## config.mk

```make
export PLATFORM = sky130hd
export DESIGN_NAME = instr_fetch_unit
export DESIGN_NICKNAME = d
export VERILOG_FILES = /design/src/rtl/instr_fetch_unit.sv
export SDC_FILE = /design/constraint.sdc
export NUM_CORES = 1
export LEC_CHECK = 0
export BUFFER_PORTS_ARGS = -buffer_cell sky130_fd_sc_hd__buf_2
export CAP_MARGIN = 20
export CORE_AREA = 3 3 99 101
export CTS_CLUSTER_SIZE = 28
export DETAILED_ROUTE_END_ITERATION = 16
export DIE_AREA = 0 0 102 104
export HOLD_SLACK_MARGIN = 0.06
export SLEW_MARGIN = 0
export SYNTH_ARGS = -nofsm -noshare
export SYNTH_HDL_FRONTEND = slang
export SYNTH_SLANG_ARGS = --single-unit
```

## constraint.sdc

```tcl
create_clock -name clk -period 3.1 [get_ports clk]
set_input_delay 0.62 -clock clk [delete_from_list [all_inputs] [get_ports clk]]
set_output_delay 0.62 -clock clk [all_outputs]
set_load 0.01 [all_outputs]
```

## src/rtl/instr_fetch_unit.sv

```systemverilog
// instr_fetch_unit: PC/fetch initiator feeding an in-order instruction buffer to decode,
// with redirect-and-flush and a halt that stops new fetches.
module instr_fetch_unit #(
    parameter int ADDR_W    = 8,
    parameter int DATA_W    = 32,
    parameter int RESET_PC  = 0,
    parameter int BUF_DEPTH = 2
) (
    input  logic                           clk,
    input  logic                           rst_n,
    output logic [ADDR_W-1:0]              imem_addr,
    input  logic [DATA_W-1:0]              imem_data,
    input  logic                           redirect_valid,
    input  logic [ADDR_W-1:0]              redirect_pc,
    input  logic                           halt,
    output logic                           out_valid,
    input  logic                           out_ready,
    output logic [DATA_W-1:0]              out_instr,
    output logic [ADDR_W-1:0]              out_pc,
    output logic [$clog2(BUF_DEPTH):0]     buf_count
);
    localparam int PTR_W = $clog2(BUF_DEPTH);
    localparam int CNT_W = PTR_W + 1;

    logic [ADDR_W-1:0] fetch_pc;
    logic [DATA_W-1:0] buf_instr [BUF_DEPTH];
    logic [ADDR_W-1:0] buf_pc [BUF_DEPTH];
    logic [PTR_W-1:0]  rd_ptr, wr_ptr;
    logic [CNT_W-1:0]  count;
    logic              push, pop;

    assign imem_addr = fetch_pc;
    assign out_valid = count != '0;
    assign out_instr = out_valid ? buf_instr[rd_ptr] : '0;
    assign out_pc    = out_valid ? buf_pc[rd_ptr] : '0;
    assign buf_count = count;
    assign pop       = out_valid & out_ready;
    // a full buffer can still accept the fetch when the head leaves this cycle
    assign push      = ~redirect_valid & ~halt & ((count < CNT_W'(BUF_DEPTH)) | pop);

    always_ff @(posedge clk or negedge rst_n) begin
        if (!rst_n) begin
            fetch_pc <= ADDR_W'(RESET_PC);
            rd_ptr   <= '0;
            wr_ptr   <= '0;
            count    <= '0;
        end else if (redirect_valid) begin
            fetch_pc <= redirect_pc;
            rd_ptr   <= '0;
            wr_ptr   <= '0;
            count    <= '0;
        end else begin
            fetch_pc <= push ? fetch_pc + ADDR_W'(1) : fetch_pc;
            wr_ptr   <= push ? wr_ptr + PTR_W'(1) : wr_ptr;
            rd_ptr   <= pop ? rd_ptr + PTR_W'(1) : rd_ptr;
            count    <= count + CNT_W'(push) - CNT_W'(pop);
        end
    end

    always_ff @(posedge clk) begin
        if (push) begin
            buf_instr[wr_ptr] <= imem_data;
            buf_pc[wr_ptr]    <= fetch_pc;
        end
    end
endmodule

```

==> results by group, run 1 <==
Critical path
  • Critical Path RT: ~2500 ps
  • Worst setup path start: rd_ptr
  • Worst Path Max Fanout: 27
  • WP data arrival: approximately 1800 ps
  • Critical Path Sink Type: primary output
  • Setup CP Type: reg2out
  • R2r setup slk: between 1000 and 1500 ps
  • Crit Reg-Reg Startpoint: buf_count[1]
  • Worst r2r dst: buf_count[1]
  • Startpoint Class: flip-flop
  • R2r worst-path depth: 7

Synth
  • Compound-cell area share of the yosys netlist: under 10%
  • Mapped Area: 3740 um2
  • Register area share after synthesis: 72.3%
  • Post-synthesis register bit count: 92
  • Simple-gate share of the synthesized area: around 9.9%
  • Synth warn: 0
  • Proportion of synthesized area in mux cells: a little over a tenth
  • Synth area leader: edfxtp_1
  • Largest cells by area after synthesis: edfxtp_1, mux2i_1, dfrtp_1
  • Post-Syn Nets: ~300
  • Post-Synth Adder-Cell Area: about 1.0%
  • Count of distinct cell types in the synthesized netlist: 30
  • Yosys top cell area share: around 64%
  • Main combinational cell family by area after synthesis: multiplexers
  • Post-synthesis xor/xnor area fraction: less than 1%
  • Synthesized area per cell: between 10 and 15 um2
  • Synthesized instance count: 253
  • Synth Flop Type: edfxtp_1
  • EDFF count, synth: 80
  • Async S/R FF share, synth: 13.0%

Place
  • Pre-CTS WS: just under 800 ps
  • Placed cells: 450
  • DP Area: between 4000 and 5000 um2
  • Hpwl dp: about 4800 um
  • GPL Wtd Cong: around 0.75
  • Buffers on Ports: between 90 and 100

Cells and area
  • Antenna cells: 0
  • Commonest non-fill, non-tap cell in the layout: buf_2
  • Layout area overhead: 21.8%
  • Post-route cell area: between 4000 and 5000 um2
  • Final core occ: roughly 50%
  • Most frequent cells in the layout: buf_2, edfxtp_1, nor2_1
  • Share of cells above drive strength 1: around 34%
  • Fillcell total: 799
  • Storage cell area: 2700 um2
  • Nets: around 400
  • Fin cells: about 470
  • Multi-input gate area: about 980 um2

STA
  • Crit share post-route: between 70 and 80%
  • Worst clock skew: 12.5 ps
  • Worst Tran Pin Value: ~470 ps
  • Final setup fails: 0
  • RSZ-0062 raised after global routing: false
  • Max Clock Freq: between 0.4 and 0.5 GHz
  • Post-layout min period: ~2400 ps
  • Final hold violation count: 0
  • Relative slew margins: between 60% and 70%
  • Worst Setup Slack, final: between 700 and 800 ps
  • Max Slew Vio Count: 0
  • Worst hold margin: 139 ps

Power and ir drop
  • Peak VDD IR: 0.000427 V
  • Cell area power density: a little under 700 nW/um2
  • Leak: roughly 0.0018 uW

Floorplan
  • Starting Density: between 40% and 50%
  • IO Count: between 90 and 100
  • Die Area: roughly 11000 um2
  • Width of the die: 102 um
  • Core area: 9110 um2
  • Die extent in y: 104 um
  • Row count: 35

Clocking
  • Clk buf depth: 2
  • Num Clock Sinks: between 90 and 100
  • Post-CTS Setup Repair Bufs: 0
  • TritonCTS clock tree: yes
  • Resized cells post-CTS: 0
  • Reg clk slew, reported paths: 90 ps
  • Clk root buf: clkbuf_8
  • Clk_lat worst skew: around 340 ps
  • TritonCTS Buffers: 9
  • # H-tree levels: 3
  • Cts-stage hold buffer count: 0

Global route
  • Largest net degree at the start of global routing: 42
  • GRT Total Usage: a little over an eighth
  • Vias in the first global route: between 2000 and 2500
  • Global-route wire length before repair: between 10000 and 15000 um
  • GRT overflow: 0
  • Antenna violations before repair: 0

Route
  • Starting DRC count in detailed routing: between 90 and 100
  • Wirelength per Cell: roughly 15 um
  • Routed wl met3: roughly 390 um
  • Post-route ant nets: 0
  • Metal2 WL: 3390 um
  • First-pass iteration count of the detailed router: 4
  • Vias per cell: between 4 and 5
  • Final WL: a little over 7000 um
  • DR vias: 2302
  • Drt drc: 0
  • Highest metal used: met4
  • Met1 wire length: between 3000 and 4000 um

Status
  • Status: complete, no violations

Run
  • Maxcap violations: 0

Min path
  • Hold Crit Class: in2async
[power breakdown]
group | internal [uW] | switching [uW] | leakage (uW) | total (uW)
clock network | 292 | 399 | 0.0000880 | 691
registers | 1450 | 100 | 0.000876 | 1550
logic | 390 | 491 | 0.000807 | 880
[logic make-up after synthesis]
kind of cell	count (synthesis)
DFF	92
and+or+nand+nor	78
muxes	40
buffers and inverters	19
AOI/OAI and AO/OA	18
xor gates and xnor gates	3
adders and majority gates	3
[how the worst max path moves through the flow]
| stage | endpoint | slack [ps] | depth (start not counted) |
|---|---|---|---|
| 2_1_floorplan | buf_instr[0][0] | -30 | 4 |
| 3_3_place_gp | buf_count[0] | 830 | 7 |
| 3_5_place_dp | buf_count[1] | 780 | 8 |
| 4_1_cts | out_pc[5] | 660 | 4 |
| 5_1_grt | out_pc[5] | 600 | 4 |
| 6_report | out_pc[1] | 720 | 4 |
[flip-flops by register name, summed over array words and instances (netlist names)]
signal,cells
rd_ptr,1
imem_addr,8
buf_instr,64
wr_ptr,1
buf_count,2
buf_pc,16
[metal layers]
metal / GRT usage [%] / vias up
li1: - / 1130
met1: 18.5 / 1096
met2: 20.9 / 71
met3: 3.89 / 5
met4: 4.50 / 0
met5: 0 / -
[worst max-delay path, stage by stage, from the launching register on]
cell	delay (ps)
dfrtp_2	670
buf_12	290
mux2i_1	210
nor2_1	70
buf_2	160
[synthesized netlist by cell type, types with 2 or more instances]
library cell,instances
ha_1,3
clkbuf_1,6
o21ai_0,4
or4_1,6
mux2i_1,40
dfrtp_1,12
nand4_1,2
edfxtp_1,80
inv_1,6
o31ai_1,4
nor2_1,51
nor2b_1,2
nand2_1,4
buf_2,6
nand3_1,6
a31oi_1,6
xor2_1,2
[metrics by stage]
stage,setup TNS [ps],power (uW)
6_report,0,3120
5_1_grt,0,3310
4_1_cts,0,3170
3_5_place_dp,0,2480
3_3_place_gp,0,2470
2_1_floorplan,-2700,2120
[layout make-up]
class                      instances  area share (%)
multi-input combinational        142            21.4
tap                              111            3.05
timing repair buffer              99            11.9
sequential                        92            59.4
clock inverter                     6           0.880
inverter                           6           0.495
clock buffer                      10            2.80
Note: power is estimated with default switching activity, not from simulation.
==> run 2: changes to the inputs <==
--- a/config.mk
+++ b/config.mk
@@ -5,6 +5,7 @@
 export SDC_FILE = /design/constraint.sdc
 export NUM_CORES = 1
 export LEC_CHECK = 0
+export ABC_AREA = 1
 export BUFFER_PORTS_ARGS = -buffer_cell sky130_fd_sc_hd__buf_2
 export CAP_MARGIN = 20
 export CORE_AREA = 3 3 99 101
==> constraint.sdc (replaced) <==
create_clock -name clk -period 2.3 [get_ports clk]
set_input_delay 0.46 -clock clk [delete_from_list [all_inputs] [get_ports clk]]
set_output_delay 0.46 -clock clk [all_outputs]
set_load 0.01 [all_outputs]
==> run 2 against run 1 <==
Worst setup slack worse by 510 ps; via count is 11% higher; register-to-register slack worse by 660 ps.
==> results by group, run 2 <==
Synth
  • Post-synthesis register bit count: 92 (unchanged)
  • Synth warn: 0 (unchanged)
  • Yosys top cell area share: 64.3% (about the same)
  • Synthesized instance count: 322 (+27%)
  • Count of distinct cell types in the synthesized netlist: 19 (-37%)
  • Mapped Area: 3740 um2 (about the same)
  • Synth Flop Type: edfxtp_1
  • Register area share after synthesis: 72.3% (about the same)
  • EDFF count, synth: 80 (unchanged)
  • Largest cells by area after synthesis: edfxtp_1, nand2_1, dfrtp_1
  • Most frequent cells after synthesis: nand2_1, edfxtp_1, a21oi_1
  • Post-Syn Nets: 370 (+23%)
  • Most numerous cell in the Yosys netlist: nand2_1
  • Async S/R FF share, synth: 13.0% (unchanged)
  • Synth area leader: edfxtp_1
  • Synthesized area per cell: 11.6 um2 (-21%)

Global route
  • Vias in the first global route: 2602 (+17%)
  • GRT overflow: 0 (unchanged)
  • GRT Total Usage: 15.2% (+1.6 points)
  • Antenna violations before repair: 0 (unchanged)
  • Largest net degree at the start of global routing: 43 (+2.4%)
  • Global-route wire length before repair: 12600 um (+13%)

Power and ir drop
  • Leak: 0.00199 uW (+12%)
  • Cell area power density: 1060 nW/um2 (+54%)
  • Total chip power: 4890 uW (+57%)
  • Peak VDD IR: 0.000899 V (+110%)

STA
  • Max Slew Vio Count: 0 (unchanged)
  • Worst clock skew: 8.28 ps (-4.19 ps)
  • Crit share post-route: about nine tenths
  • Worst Tran Pin Value: 437 ps (-34.3 ps)
  • Final setup fails: 0 (unchanged)
  • Post-layout min period: about 2100 ps
  • Total negative slack: 0 ps (unchanged)
  • RSZ-0062 raised after global routing: false
  • Max Clock Freq: between 0.4 and 0.5 GHz
  • Relative slew margins: 70.8% (+2.3 points)
  • Final hold violation count: 0 (unchanged)

Floorplan
  • Width of the die: 102 um (unchanged)
  • Row count: 35 (unchanged)
  • Die Area: 10600 um2 (unchanged)
  • Starting Density: 41.0% (about the same)
  • Die extent in y: 104 um (unchanged)
  • Core area: 9110 um2 (unchanged)
  • IO Count: 96 (unchanged)

Critical path
  • WP data arrival: 1630 ps (-130 ps)
  • Crit-path cells: inv_2, buf_12, nand2_1, a21oi_1, buf_2
  • Critical Path Sink Type: primary output
  • Startpoint Class: flip-flop
  • Setup CP Type: reg2out
  • Crit-path slowest cell: dfrtp_1
  • Slowest cell delay on critical path: 390 ps (-280 ps)
  • R2r setup slk: 630 ps (-660 ps)
  • Worst Path Max Fanout: 26 (-3.7%)
  • Crit Reg-Reg Startpoint: buf_count[1]
  • Worst r2r dst: buf_count[0]
  • R2r worst-path depth: 8 (+1)
  • Critical Path RT: 1840 ps (-640 ps)

Route
  • Starting DRC count in detailed routing: 95 (+1.1%)
  • Final WL: 7760 um (+8.0%)
  • DR vias: 2566 (+11%)
  • First-pass iteration count of the detailed router: 4 (unchanged)
  • Wirelength per Cell: 14.4 um (-6.3%)
  • Vias per cell: 4.78 (-3.3%)
  • Drt drc: 0 (unchanged)
  • Post-route ant nets: 0 (unchanged)

Clocking
  • Resized cells post-CTS: 0 (unchanged)
  • Clk_lat worst skew: 340 ps (about the same)
  • TritonCTS clock tree: yes
  • # H-tree levels: 3 (unchanged)
  • Reg clk slew, reported paths: 90 ps (about the same)
  • TritonCTS Buffers: 9 (unchanged)
  • Num Clock Sinks: 92 (unchanged)
  • Clk root buf: clkbuf_8
  • Cts-stage hold buffer count: 1 (+1)
  • Post-CTS Setup Repair Bufs: 0 (unchanged)
  • Clk buf depth: 2 (unchanged)

Cells and area
  • Storage cell area: 2700 um2 (about the same)
  • Multi-input gate area: 897 um2 (-8.1%)
  • Antenna cells: 0 (unchanged)
  • Share of cells above drive strength 1: 29.6% (-3.9 points)
  • Reg with most FFs: buf_instr
  • Fillcell total: 828 (+3.6%)
  • Final core occ: 50.6% (+0.66 points)
  • Commonest non-fill, non-tap cell in the layout: nand2_1
  • Most frequent cells in the layout: nand2_1, buf_2, edfxtp_1
  • Nets: 469 (+18%)
  • Number of flip-flops in the largest register: 64 (unchanged)
  • Layout area overhead: 23.4%

Min path
  • Hold Crit Depth: 1
  • Hold endpoint: buf_instr[1][21]
  • Hold Crit Class: in2reg
  • Hold_sp: imem_data[21]

Run
  • Maxcap violations: 0 (unchanged)

Place
  • Hpwl dp: 5090 um (+6.5%)
  • Buffers on Ports: 95 (unchanged)
  • GPL Wtd Cong: 0.831 (+10%)

Status
  • Status: complete, no violations
[run 2: logic make-up after synthesis]
logic type,after synthesis,share of synthesized area [%]
and+or+nand+nor,147,15.8
DFF,92,72.3
xor gates and xnor gates,2,0.469
adders and majority gates,3,1.00
AOI/OAI and AO/OA,46,6.36
buffers and inverters,32,4.02
[run 2: cell type report]
type | count | share of cell area [%]
Timing Repair Buffer | 102 | 12.3
Clock inverter | 7 | 2.47
Tap cell | 111 | 3.01
Sequential cell | 92 | 58.6
Multi-Input combinational cell | 198 | 19.5
Inverter | 18 | 1.47
Clock buffer | 9 | 2.69
[run 2: layer usage]
metal | wire [um] | GRT usage, % | vias up
li1 | - | - | 1286
met5 | 0 | 0 | -
met4 | 113 | 5.34 | 0
met2 | 3750 | 24.9 | 66
met3 | 373 | 2.75 | 11
met1 | 3520 | 20.3 | 1203
[run 2: where the power goes]
part           internal, uW  switching, uW
logic                   552            978
registers              1990           99.9
clock network           719            544
total                  3260           1620
[run 2: per-stage QoR]
stage | std cells | instance area [um2] | hold WS (ps) | setup WS, ps
after floorplan | 322 | 3740 | 164 | 132
after global placement | 520 | 4360 | 365 | 458
after detailed placement | 520 | 4360 | 370 | 439
after CTS | 537 | 4610 | 276 | 173
after global routing | 537 | 4610 | 275 | 22.4
final | 537 | 4610 | 298 | 208
[run 2: worst max path at each step]
stage                              start                to  slack [ps]  cells past startpoint
after floorplan           redirect_valid   buf_instr[1][0]         130                      3
after global placement    redirect_valid  buf_instr[0][21]         460                      7
after detailed placement  redirect_valid  buf_instr[0][20]         440                      7
after CTS                         rd_ptr         out_pc[6]         170                      5
after global routing              rd_ptr         out_pc[6]          20                      4
final                             rd_ptr         out_pc[6]         210                      5
[run 2: critical path: cells and delay by family, from the launching register on]
| kind | cells | cell delay (ps) |
|---|---|---|
| buffers and inverters | 3 | 640 |
| DFF | 1 | 390 |
| AOI/OAI and AO/OA | 1 | 190 |
| and+or+nand+nor | 1 | 60 |
